==> config.mk <==
export PLATFORM = sky130hd
export DESIGN_NAME = node_serdes_flat
export DESIGN_NICKNAME = d
export VERILOG_FILES = /design/src/rtl/node_serdes_if.sv /design/src/rtl/node_serdes.sv /design/src/flat_wrapper.sv
export SDC_FILE = /design/constraint.sdc
export NUM_CORES = 1
export LEC_CHECK = 0
export BUFFER_PORTS_ARGS = -buffer_cell sky130_fd_sc_hd__buf_2
export CAP_MARGIN = 20
export CORE_MARGIN = 2
export CORE_UTILIZATION = 45
export DETAILED_ROUTE_END_ITERATION = 8
export SKIP_LAST_GASP = 1
export SYNTH_ARGS = -nofsm -noshare
export SYNTH_HDL_FRONTEND = slang
export SYNTH_SLANG_ARGS = --single-unit
==> constraint.sdc <==
create_clock -name clk -period 3.92 [get_ports clk]
set_input_delay 1.176 -clock clk [delete_from_list [all_inputs] [get_ports clk]]
set_output_delay 1.176 -clock clk [all_outputs]
set_load 0.02 [all_outputs]
==> src/rtl/node_serdes_if.sv <==
// node_serdes_if: packet-side and router-side signals of one node_serdes.
// master is the environment (testbench/router), slave is the node itself.
interface node_serdes_if #(
    parameter int PKT_W  = 32,
    parameter int PHIT_W = 8
);
    logic [PKT_W-1:0]  pkt_in;
    logic              pkt_in_avail;
    logic              cQ_full;
    logic [PKT_W-1:0]  pkt_out;
    logic              pkt_out_avail;
    logic              free_outbound;
    logic              put_outbound;
    logic [PHIT_W-1:0] payload_outbound;
    logic              free_inbound;
    logic              put_inbound;
    logic [PHIT_W-1:0] payload_inbound;
    modport master (
        output pkt_in, pkt_in_avail, free_outbound, put_inbound, payload_inbound,
        input  cQ_full, pkt_out, pkt_out_avail, put_outbound, payload_outbound, free_inbound
    );
    modport slave (
        input  pkt_in, pkt_in_avail, free_outbound, put_inbound, payload_inbound,
        output cQ_full, pkt_out, pkt_out_avail, put_outbound, payload_outbound, free_inbound
    );
endinterface

==> src/rtl/node_serdes.sv <==
// node_serdes: queued MSB-first packet serialiser and phit deserialiser for one router port.
// Define NODE_STATS_EN to add saturating tx/rx/drop packet counters.
module node_serdes #(
    parameter int PKT_W  = 32,
    parameter int PHIT_W = 8,
    parameter int DEPTH  = 4
) (
    input  logic clk,
    input  logic rst_b,
    node_serdes_if.slave bus
`ifdef NODE_STATS_EN
    ,
    output logic [15:0] tx_pkt_cnt,
    output logic [15:0] rx_pkt_cnt,
    output logic [15:0] drop_cnt
`endif
);
    localparam int NPHITS = PKT_W / PHIT_W;
    localparam int AW = (DEPTH > 1) ? $clog2(DEPTH) : 1;
    localparam int IW = (NPHITS > 1) ? $clog2(NPHITS) : 1;

    if (PKT_W % PHIT_W != 0 || NPHITS < 2 || DEPTH < 2 || (DEPTH & (DEPTH - 1)) != 0) begin : g_bad_cfg
        $error("node_serdes: invalid PKT_W/PHIT_W/DEPTH combination");
    end

    logic [PKT_W-1:0] mem [DEPTH];
    logic [AW-1:0]    wr_ptr, rd_ptr;
    logic [AW:0]      count, count_n;
    logic             push, pop;
    assign push    = bus.pkt_in_avail && !bus.cQ_full;
    assign count_n = count + (AW+1)'(push) - (AW+1)'(pop);

    always_ff @(posedge clk or negedge rst_b)
        if (!rst_b) begin
            wr_ptr      <= '0;
            rd_ptr      <= '0;
            count       <= '0;
            bus.cQ_full <= 1'b0;
        end else begin
            wr_ptr      <= wr_ptr + AW'(push);
            rd_ptr      <= rd_ptr + AW'(pop);
            count       <= count_n;
            bus.cQ_full <= count_n == (AW+1)'(DEPTH);
        end

    always_ff @(posedge clk)
        if (push) mem[wr_ptr] <= bus.pkt_in;

    typedef enum logic {TX_IDLE, TX_SEND} tx_state_t;
    tx_state_t         tx_state, tx_next;
    logic [IW-1:0]     tx_idx, tx_idx_n;
    logic              tx_last, put_n;
    logic [PHIT_W-1:0] payload_n;
    logic [PKT_W-1:0]  head;
    assign head    = mem[rd_ptr];
    assign tx_last = tx_state == TX_SEND && tx_idx == IW'(NPHITS - 1);
    assign pop     = tx_last;

    always_ff @(posedge clk or negedge rst_b)
        if (!rst_b) begin
            tx_state             <= TX_IDLE;
            tx_idx               <= '0;
            bus.put_outbound     <= 1'b0;
            bus.payload_outbound <= '0;
        end else begin
            tx_state             <= tx_next;
            tx_idx               <= tx_idx_n;
            bus.put_outbound     <= put_n;
            bus.payload_outbound <= payload_n;
        end

    always_comb
        tx_next = tx_state == TX_IDLE ? ((count != '0 && bus.free_outbound) ? TX_SEND : TX_IDLE)
                                      : (tx_last ? TX_IDLE : TX_SEND);

    // Outputs are registered, so the next phit is chosen from the next index.
    always_comb begin
        tx_idx_n  = tx_state == TX_SEND ? tx_idx + IW'(1) : '0;
        put_n     = tx_next == TX_SEND;
        payload_n = put_n ? head[PKT_W - 1 - int'(tx_idx_n) * PHIT_W -: PHIT_W] : bus.payload_outbound;
    end

    typedef enum logic {RX_IDLE, RX_RECV} rx_state_t;
    rx_state_t               rx_state, rx_next;
    logic [IW-1:0]           rx_cnt, rx_cnt_n;
    logic [PKT_W-PHIT_W-1:0] rx_sh, rx_sh_n;
    logic [PKT_W-1:0]        rx_cat, pkt_out_n;
    logic                    rx_last, rx_abort, free_n;
    assign rx_cat   = {rx_sh, bus.payload_inbound};
    assign rx_last  = rx_state == RX_RECV && bus.put_inbound && rx_cnt == IW'(NPHITS - 1);
    assign rx_abort = rx_state == RX_RECV && !bus.put_inbound;

    always_ff @(posedge clk or negedge rst_b)
        if (!rst_b) begin
            rx_state          <= RX_IDLE;
            rx_cnt            <= '0;
            rx_sh             <= '0;
            bus.free_inbound  <= 1'b0;
            bus.pkt_out       <= '0;
            bus.pkt_out_avail <= 1'b0;
        end else begin
            rx_state          <= rx_next;
            rx_cnt            <= rx_cnt_n;
            rx_sh             <= rx_sh_n;
            bus.free_inbound  <= free_n;
            bus.pkt_out       <= pkt_out_n;
            bus.pkt_out_avail <= rx_last;
        end

    always_comb
        rx_next = (!bus.put_inbound || rx_last) ? RX_IDLE : RX_RECV;

    always_comb begin
        rx_cnt_n  = rx_state == RX_IDLE ? IW'(1) : rx_cnt + IW'(1);
        rx_sh_n   = bus.put_inbound ? rx_cat[PKT_W-PHIT_W-1:0] : rx_sh;
        pkt_out_n = rx_last ? rx_cat : bus.pkt_out;
        free_n    = rx_next == RX_IDLE;
    end

`ifdef NODE_STATS_EN
    logic [1:0] drop_inc;
    assign drop_inc = 2'(bus.pkt_in_avail && bus.cQ_full) + 2'(rx_abort);

    always_ff @(posedge clk or negedge rst_b)
        if (!rst_b) begin
            tx_pkt_cnt <= '0;
            rx_pkt_cnt <= '0;
            drop_cnt   <= '0;
        end else begin
            if (pop && tx_pkt_cnt != 16'hFFFF) tx_pkt_cnt <= tx_pkt_cnt + 16'd1;
            if (rx_last && rx_pkt_cnt != 16'hFFFF) rx_pkt_cnt <= rx_pkt_cnt + 16'd1;
            drop_cnt <= (17'(drop_cnt) + 17'(drop_inc) > 17'hFFFF) ? 16'hFFFF : drop_cnt + 16'(drop_inc);
        end
`endif
endmodule
==> src/flat_wrapper.sv <==
// flat-port wrapper written by rule: the top's interface ports become plain ports
module node_serdes_flat 
#(
    parameter int PKT_W  = 32,
    parameter int PHIT_W = 8,
    parameter int DEPTH  = 4
)
  (clk, rst_b, bus_pkt_in, bus_pkt_in_avail, bus_free_outbound, bus_put_inbound, bus_payload_inbound, bus_cQ_full, bus_pkt_out, bus_pkt_out_avail, bus_put_outbound, bus_payload_outbound, bus_free_inbound);
  node_serdes_if #(.PKT_W(PKT_W), .PHIT_W(PHIT_W)) bus_i ();
  input  logic clk;
  input  logic rst_b;
  input wire logic [$bits(bus_i.pkt_in)-1:0] bus_pkt_in;
  input wire logic [$bits(bus_i.pkt_in_avail)-1:0] bus_pkt_in_avail;
  input wire logic [$bits(bus_i.free_outbound)-1:0] bus_free_outbound;
  input wire logic [$bits(bus_i.put_inbound)-1:0] bus_put_inbound;
  input wire logic [$bits(bus_i.payload_inbound)-1:0] bus_payload_inbound;
  output wire logic [$bits(bus_i.cQ_full)-1:0] bus_cQ_full;
  output wire logic [$bits(bus_i.pkt_out)-1:0] bus_pkt_out;
  output wire logic [$bits(bus_i.pkt_out_avail)-1:0] bus_pkt_out_avail;
  output wire logic [$bits(bus_i.put_outbound)-1:0] bus_put_outbound;
  output wire logic [$bits(bus_i.payload_outbound)-1:0] bus_payload_outbound;
  output wire logic [$bits(bus_i.free_inbound)-1:0] bus_free_inbound;
  assign bus_i.pkt_in = bus_pkt_in;
  assign bus_i.pkt_in_avail = bus_pkt_in_avail;
  assign bus_i.free_outbound = bus_free_outbound;
  assign bus_i.put_inbound = bus_put_inbound;
  assign bus_i.payload_inbound = bus_payload_inbound;
  assign bus_cQ_full = bus_i.cQ_full;
  assign bus_pkt_out = bus_i.pkt_out;
  assign bus_pkt_out_avail = bus_i.pkt_out_avail;
  assign bus_put_outbound = bus_i.put_outbound;
  assign bus_payload_outbound = bus_i.payload_outbound;
  assign bus_free_inbound = bus_i.free_inbound;
  node_serdes #(.PKT_W(PKT_W), .PHIT_W(PHIT_W), .DEPTH(DEPTH)) u_core (.clk(clk), .rst_b(rst_b), .bus(bus_i));
endmodule
After elaboration in Yosys (flattened, before gate mapping)
Memory sizes are Yosys's and may differ from the RTL's.
Cells that the tools add are included.
{"block": "word_totals", "in_bits": 45, "mem_count": 1, "ramBits": 128, "latchBits": 0, "mem_bits_ro": 0, "wordCells": 42, "output_inout_bits": 44, "reg_bits": 80}
{"block": "op_classes", "n_lt_le_gt_ge": 0, "n_eq_ne": 3, "mux": 8, "shifts": 1, "reduce_logical": 9, "addsub": 7, "mul": 0, "bitwise": 0, "div": 0}
{"memory": "u_core.mem", "words": 4, "word_bits": 32, "rd": 1, "rd_ports_with_merged_regs": 0, "wr": 1, "line": "node_serdes.sv:26", "source": "logic [PKT_W-1:0] mem [DEPTH];"}
{"op": "$shiftx A39 B32 Y8", "n": 1}
{"op": "$mux W1", "n": 6}
{"op": "$sub A5 B5 Y6 const A", "n": 1}
{"op": "$logic_and A1 B1 Y1", "n": 5}
{"op": "$add A2 B1 Y2", "n": 2}
{"op": "$add A2 B1 Y2 const B", "n": 2}
{"op": "$eq A2 B2 Y1 const B", "n": 2}
{"op": "$mux W2", "n": 2}
{"op": "$add A3 B1 Y3", "n": 1}
{"op": "$eq A3 B3 Y1 const B", "n": 1}
{"op": "$reduce_bool A3 Y1", "n": 1}
{"op": "$sub A3 B1 Y3", "n": 1}
{"op": "$logic_not A1 Y1", "n": 2}
{"op": "$logic_or A1 B1 Y1", "n": 1}

Depth between registers and ports, before layout
Gate-level depths: netlist of run 1.
{"block": "logic_depth", "ltp_word": 5, "ltp_mapped": 9, "ltp_nobuf": 9}

Worst setup path after synthesis of run 1
OpenSTA, ideal clock, no wires.
{"block": "synth_path", "path_kind": "input port to flip-flop", "start": "in bus_pkt_in_avail", "end": "mem u_core.mem[0][0] (enable)", "path_stages": 2, "t_required_ns": 3.452, "path_slack_ns": -0.411, "arrival_ns": 3.864, "cell_sequence": "nor2b_1 -> nor3b_1"}
{"block": "synth_via", "elab_chain_cells": 3}
{"item": "start, declared", "line": "flat_wrapper.sv:13", "source": "input wire logic [$bits(bus_i.pkt_in_avail)-1:0] bus_pkt_in_avail;"}
{"item": "$logic_and A1 B1 Y1", "line": "node_serdes.sv:30", "source": "assign push = bus.pkt_in_avail && !bus.cQ_full;"}
{"item": "$mux W1", "line": "node_serdes.sv:47", "source": "if (push) mem[wr_ptr] <= bus.pkt_in;"}
{"item": "$mux W1 (implied by the code)", "line": "node_serdes.sv:47"}
{"item": "end, declared", "line": "node_serdes.sv:26"}
No other way between the ends.

Final worst setup path of run 1
{"block": "layout_path", "start": "reg u_core.tx_idx[0]", "end": "reg u_core.bus.cQ_full"}
{"block": "layout_via", "elab_chain_cells": 4}
{"item": "start, declared", "line": "node_serdes.sv:51", "source": "logic [IW-1:0] tx_idx, tx_idx_n;"}
{"item": "start signal, assigned", "line": "node_serdes.sv:67", "source": "tx_idx <= tx_idx_n;"}
{"item": "$eq A2 B2 Y1", "line": "node_serdes.sv:56", "source": "assign tx_last = tx_state == TX_SEND && tx_idx == IW'(NPHITS - 1);"}
{"item": "$logic_and A1 B1 Y1", "line": "node_serdes.sv:56"}
{"item": "$sub A3 B1 Y3", "line": "node_serdes.sv:31", "source": "assign count_n = count + (AW+1)'(push) - (AW+1)'(pop);"}
{"item": "via u_core.count_n[2]", "line": "node_serdes.sv:28", "source": "logic [AW:0] count, count_n;"}
{"item": "$eq A3 B3 Y1", "line": "node_serdes.sv:43", "source": "bus.cQ_full <= count_n == (AW+1)'(DEPTH);"}
{"item": "end signal, assigned", "line": "node_serdes.sv:43"}
{"item": "end, declared", "line": "node_serdes_if.sv:24", "source": "output cQ_full, pkt_out, pkt_out_avail, put_outbound, payload_outbound, free_inbound"}
The timed path passes the listed nets, and every way through them passes these cells.
A chain may end at the register's enable or synchronous reset.

==> reports/metrics.cfg, run 1 <==
[finish]
drive_gt1_frac=0.288
final_common_cell=edfxtp_1
syn_to_final_growth_pct=18.1
n_fill_cell=1389
layout_common_cells=edfxtp_1, buf_2, dfrtp_1
final_cell_area_um2=9320
diodes=0
fin_nets=584

[synthesis]
synth_nets=481
yosysSeqAreaShare=0.741
syn_area_um2=7890
synthDominantCellAreaShare=0.487
syn_avg_cell_area_um2=18.4
synth_cells=430
yosys.area.top_type=edfxtp_1
ys.warnings.count=0
synth.area.top_cells=edfxtp_1, dfrtp_1, mux2_1
yosys.cell_types.count=30
synth_seq_cells=208

[global_route]
globalRouteTotalUtil=0.154
grt_max_degree=81
grt_overflow=0
antenna_found_initial=0
grt_pass1_wl_um=21800
grt_pass1_vias=4054

[job]
drv_cap=0

[timing]
fmax_ghz=0.429
maxSlewViolCount=0
setup_violations=0
fin_setup_tns_ps=0
rsz0062_at_grt=false
hold_violations=0
period_minus_slack_ps=2330
fin_skew_ps=12.1
finalCritPeriodShare=0.595
tightest_slew_ps=822
worst_slack_ps=1590
slew_headroom=0.451

[floorplan]
initial_core_util=0.458
io_pins=89
die-area_um2=18600
fp.dieW_um=136
core_um2=17200
die_h_um=136
std_cell_rows=48

[critical_path]
path_max_fanout=6
startpoint=u_core.tx_idx[0]
crit_arrival_ps=2730
r2r_start=u_core.tx_idx[0]
crit_required_ps=4320
startpoint_type=register
crit_type=reg2reg
critPathCaptureType=register

[place]
gp_congestion=0.685
place_ws_ps=1190
place_area_um2=8600
port-buffer-count=88
hpwl_um=8730

[clock_network]
cts_buffers=23
post-cts-setup-buffer-count=0
cts.clk_slew.worst_paths_ps=60
clockBufferDepth=3
cts.sinks=208
cts_tree=built
cts-resized-gates=0
htree_levels=1
root_buffer=clkbuf_16
ctsHoldBuffers=0
insertion_delay_ps=490

[drt]
postRouteAntennaNets=0
vias=3911
post_drt_wl_per_cell_um=17.9
wl_um=13900
drtIter0Drc=107
first_pass_iters=4
avgViaCountPerCell=5.05
drcViolationCount=0

[power_and_ir_drop]
vdd_drop_max_v=0.000452
cellLeakagePower_nw=3.70
powerDensity_nw_per_um2=777

[worst_hold_path]
hold_path.startpoint=u_core.rx_cnt[0]
hp-class=reg2reg

[run_status]
outcome=complete, no violations

-- synth_stat cells (all sizes together) --
library cell and n:
and3 1, nor2b 3, mux4 16, nand2 21, nor3b 2, o211ai 8
nand3 9, ha 5, a22oi 8, buf 13, nor2 2, clkbuf 6
xnor2 2, mux2i 40, inv 8, edfxtp 128, and2 4, fa 1
xor2 3, nand2b 2, nand3b 1, o31ai 1, and3b 1, dfrtp 80
a21oi 8, mux2 57
-- routing by layer --
metal  routed length (µm)  track usage  vias up
met1                 6090        0.208     1950
met2                 6810        0.256      111
met3                  801       0.0309       12
met5                    0            0        -
met4                  173       0.0428        0
li1                     -            -     1838
-- cells by family after synthesis --
logic type               after synthesis  synth area share
flip-flops                           208             0.741
AND/OR/NAND/NOR                       46            0.0285
XOR/XNOR                               5           0.00555
adder cells (fa/ha/maj)                6            0.0105
AO/OA/AOI/OAI                         25            0.0212
multiplexers                         113             0.178
buffers and inverters                 27            0.0160
-- registers in the layout, indices dropped and copies added, names as in the netlist --
name and flops:
u_core.bus.cQ_full 1, u_core.bus.free_inbound 1, u_core.bus.payload_outbound 8, u_core.bus.pkt_out 32, u_core.bus.pkt_out_avail 1, u_core.bus.put_outbound 1, u_core.count 3, u_core.mem 128
u_core.rd_ptr 2, u_core.rx_cnt 2, u_core.rx_sh 24, u_core.rx_state 1, u_core.tx_idx 2, u_core.wr_ptr 2
-- worst max-delay path, stage by stage, from the launching register on --
cell	delay (ps)
dfrtp_1	420
ha_1	230
and2_1	180
ha_1	280
inv_1	40
ha_1	200
fa_1	370
xor2_1	160
xnor2_1	160
nor3b_1	210
-- where the power goes --
part	internal, mW	total [mW]	switching, mW
clock	1.14	1.94	0.803
combinational	0.879	2.10	1.22
sequential	2.92	3.19	0.269
-- area by class of cell --
class                           instances  area, µm²  area share
Sequential cell                       208       5850       0.627
Timing Repair Buffer                   97        531      0.0569
Inverter                                8       30.0     0.00322
Clock inverter                         11       67.6     0.00725
Tap cell                              225        282      0.0302
Multi-Input combinational cell        195       1940       0.208
Clock buffer                           30        632      0.0678
-- per-stage QoR --
step	std cells	hold slack, ps	power, mW	util
final	774	442	7.24	0.541
after global routing	774	459	7.69	0.541
after CTS	773	447	7.37	0.539
after detailed placement	732	439	5.40	0.499
after global placement	732	423	5.33	0.499
after floorplan	430	412	4.70	-
-- final timing paths --
check	to	slack, ps	cells past startpoint
min reg2reg	u_core.rx_cnt[0]	440	1
min	u_core.rx_cnt[0]	440	1
max in group asynchronous	u_core.rx_sh[10]	2870	2
max	u_core.bus.cQ_full	1590	9
max reg2reg	u_core.bus.cQ_full	1590	9
min in group asynchronous	u_core.bus.pkt_out_avail	480	1
Note: power is estimated with default switching activity, not from simulation.
==> run 2: changes to the inputs <==
--- a/config.mk
+++ b/config.mk
@@ -10,6 +10,7 @@
 export CORE_MARGIN = 2
 export CORE_UTILIZATION = 45
 export DETAILED_ROUTE_END_ITERATION = 8
+export PLACE_DENSITY = 0.66
 export SKIP_LAST_GASP = 1
 export SYNTH_ARGS = -nofsm -noshare
 export SYNTH_HDL_FRONTEND = slang
==> constraint.sdc (replaced) <==
create_clock -name clk -period 2.1 [get_ports clk]
set_input_delay 0.63 -clock clk [delete_from_list [all_inputs] [get_ports clk]]
set_output_delay 0.63 -clock clk [all_outputs]
set_load 0.02 [all_outputs]
==> run 2 against run 1 <==
Effect of this change: clock power is 91% higher; first-iteration DRC count is 110% higher; setup slack worse by 1600 ps; die area stayed put; global-route usage is 0.54 points higher; cell count is 1.2% higher; design area is 2.6% higher; clock skew is 9.1 ps higher; count of clock-buffer cells in the layout is 1 higher; register-to-register slack worse by 1600 ps; hold slack worse by 380 ps; critical path type unchanged.
==> reports/metrics.cfg, run 2 (synthesis results as in run 1) <==
[power_and_ir_drop]
powerDensity_nw_per_um2=1480  ; +91%
cellLeakagePower_nw=3.79  ; +2.4%
vdd_drop_max_v=0.00102  ; +130%

[clock_network]
insertion_delay_ps=510  ; +20 ps
cts_tree=built
cts.clk_slew.worst_paths_ps=60  ; about the same
cts.sinks=208  ; unchanged
clockBufferDepth=3  ; unchanged
cts_buffers=22  ; -4.3%
root_buffer=clkbuf_16
htree_levels=1  ; unchanged

[timing]
tightest_slew_ps=431  ; -392 ps
maxSlewViolCount=0  ; unchanged
setup_violations=0  ; unchanged
period_minus_slack_ps=2090  ; -240 ps
fin_setup_tns_ps=0  ; unchanged
fmax_ghz=0.478  ; +11%
finalCritPeriodShare=0.997  ; +0.402
fin_skew_ps=21.1  ; +9.05 ps
rsz0062_at_grt=true
hold_violations=0  ; unchanged
slew_headroom=0.713  ; +0.262

[critical_path]
crit_chain=ha_2 > and2_4 > ha_4 > inv_2 > ha_4 > fa_2 > xor2_2 > xnor2_2 > nor3b_2
crit_arrival_ps=2480  ; -250 ps
crit_type=reg2reg
startpoint_type=register
critPathBufInv=1  ; unchanged
crit_slowest_cell=dfrtp_1
critical_path.most_common_cell=ha_4
crit_required_ps=2490  ; -1830 ps
path_max_fanout=2  ; -4
slowest_delay_ps=390  ; -30 ps
crit_family=adder cells
critPathCaptureType=register

[place]
port-buffer-count=88  ; unchanged
hpwl_um=9180  ; +5.2%
gp_congestion=0.778  ; +14%

[global_route]
grt_max_degree=52  ; -36%
globalRouteTotalUtil=0.159  ; +0.00539
grt_pass1_wl_um=22600  ; +3.9%
antenna_found_initial=1  ; +1
grt_overflow=0  ; unchanged
grt_pass1_vias=4265  ; +5.2%

[floorplan]
die_h_um=136  ; unchanged
core_um2=17200  ; unchanged
initial_core_util=0.458  ; unchanged
die-area_um2=18600  ; unchanged
std_cell_rows=48  ; unchanged
fp.dieW_um=136  ; unchanged
io_pins=89  ; unchanged

[drt]
drcViolationCount=0  ; unchanged
wl_met1_um=6230  ; +2.3%
avgViaCountPerCell=5.19  ; +2.7%
first_pass_iters=4  ; unchanged
wl_met3_um=956  ; +19%
post_drt_wl_per_cell_um=18.5  ; +3.4%
wl_um=14500  ; +4.6%
vias=4064  ; +3.9%
postRouteAntennaNets=0  ; unchanged
top_layer=met5
route.met2.wl_um=6990  ; +2.6%
drtIter0Drc=226  ; +110%

[finish]
largest_reg_flops=128  ; unchanged
drive_gt1_frac=0.314  ; +0.0258
top_register=u_core.mem
layout_common_cells=edfxtp_1, buf_2, dfrtp_1
syn_to_final_growth_pct=21.2
multi_input_area_um2=2000  ; +3.4%
n_fill_cell=1337  ; -3.7%
utilization=0.555  ; +0.0142
fin_nets=593  ; +1.5%
reg.largest.list=u_core.mem: 128 flops, u_core.bus.pkt_out: 32 flops, u_core.rx_sh: 24 flops
diodes=0  ; unchanged
final_common_cell=edfxtp_1
final-seq-area_um2=5850  ; unchanged

[worst_hold_path]
hp-class=in2async

[run_status]
outcome=complete, no violations

[job]
drv_cap=0  ; unchanged

[run 2: cell count changes in the layout (fill, tap and decap cells not counted), sizes merged]
| cell | change |
|---|---|
| buf | +10 |
| bufinv | +1 |
| clkinv | -2 |
| clkbuf | +1 |
| inv | -1 |
[run 2: repair_timing]
| action | 4_1_cts | 5_1_grt |
|---|---|---|
| setup endpoints to repair | 1 | 2 |
| setup buffers | 2 | 1 |
| resized for setup | 5 | 1 |
| hold buffers | 0 | 0 |
| pin swaps | 4 | 2 |
[run 2: area by class of cell]
type | instances | share of cell area
Tap cell | 225 | 0.0294
Clock inverter | 9 | 0.00902
Multi-Input combinational cell | 195 | 0.209
Clock buffer | 31 | 0.0653
Timing Repair Buffer | 107 | 0.0730
Sequential cell | 208 | 0.611
Inverter | 8 | 0.00314
[run 2: final timing paths]
path	startpoint	to	slack [ps]	depth (start not counted)
max	u_core.tx_idx[0]	u_core.bus.cQ_full	6	9
min	rst_b	u_core.bus.payload_outbound[4]	70	1
max reg2reg	u_core.tx_idx[0]	u_core.bus.cQ_full	6	9
min reg2reg	u_core.rx_cnt[0]	u_core.rx_cnt[0]	450	1
max in group asynchronous	rst_b	u_core.rx_sh[0]	1440	2
min in group clk	bus_pkt_in[0]	u_core.mem[0][0]	330	1
[run 2: layer usage]
metal	global-route usage	vias to the layer above
li1	-	1860
met2	0.263	116
met5	0	-
met3	0.0451	31
met4	0.0556	2
met1	0.203	2055
[run 2: metrics by stage]
stage               cells  setup slack [ps]  power (mW)  cell area, µm²  hold WS, ps
floorplan             430             -7.15        8.84            7930          334
global placement      740              36.2        10.2            8790          423
detailed placement    740             -96.6        10.4            8790          439
CTS                   782             -55.1        14.3            9550         55.8
global route          783              -110        15.0            9570         80.3
finish                783              5.92        14.2            9570         65.1
[run 2: power by group]
part / total, mW / internal (mW) / switching [mW]
clock network: 3.70 / 2.20 / 1.50
logic: 4.48 / 2.00 / 2.49
registers: 5.98 / 5.46 / 0.520
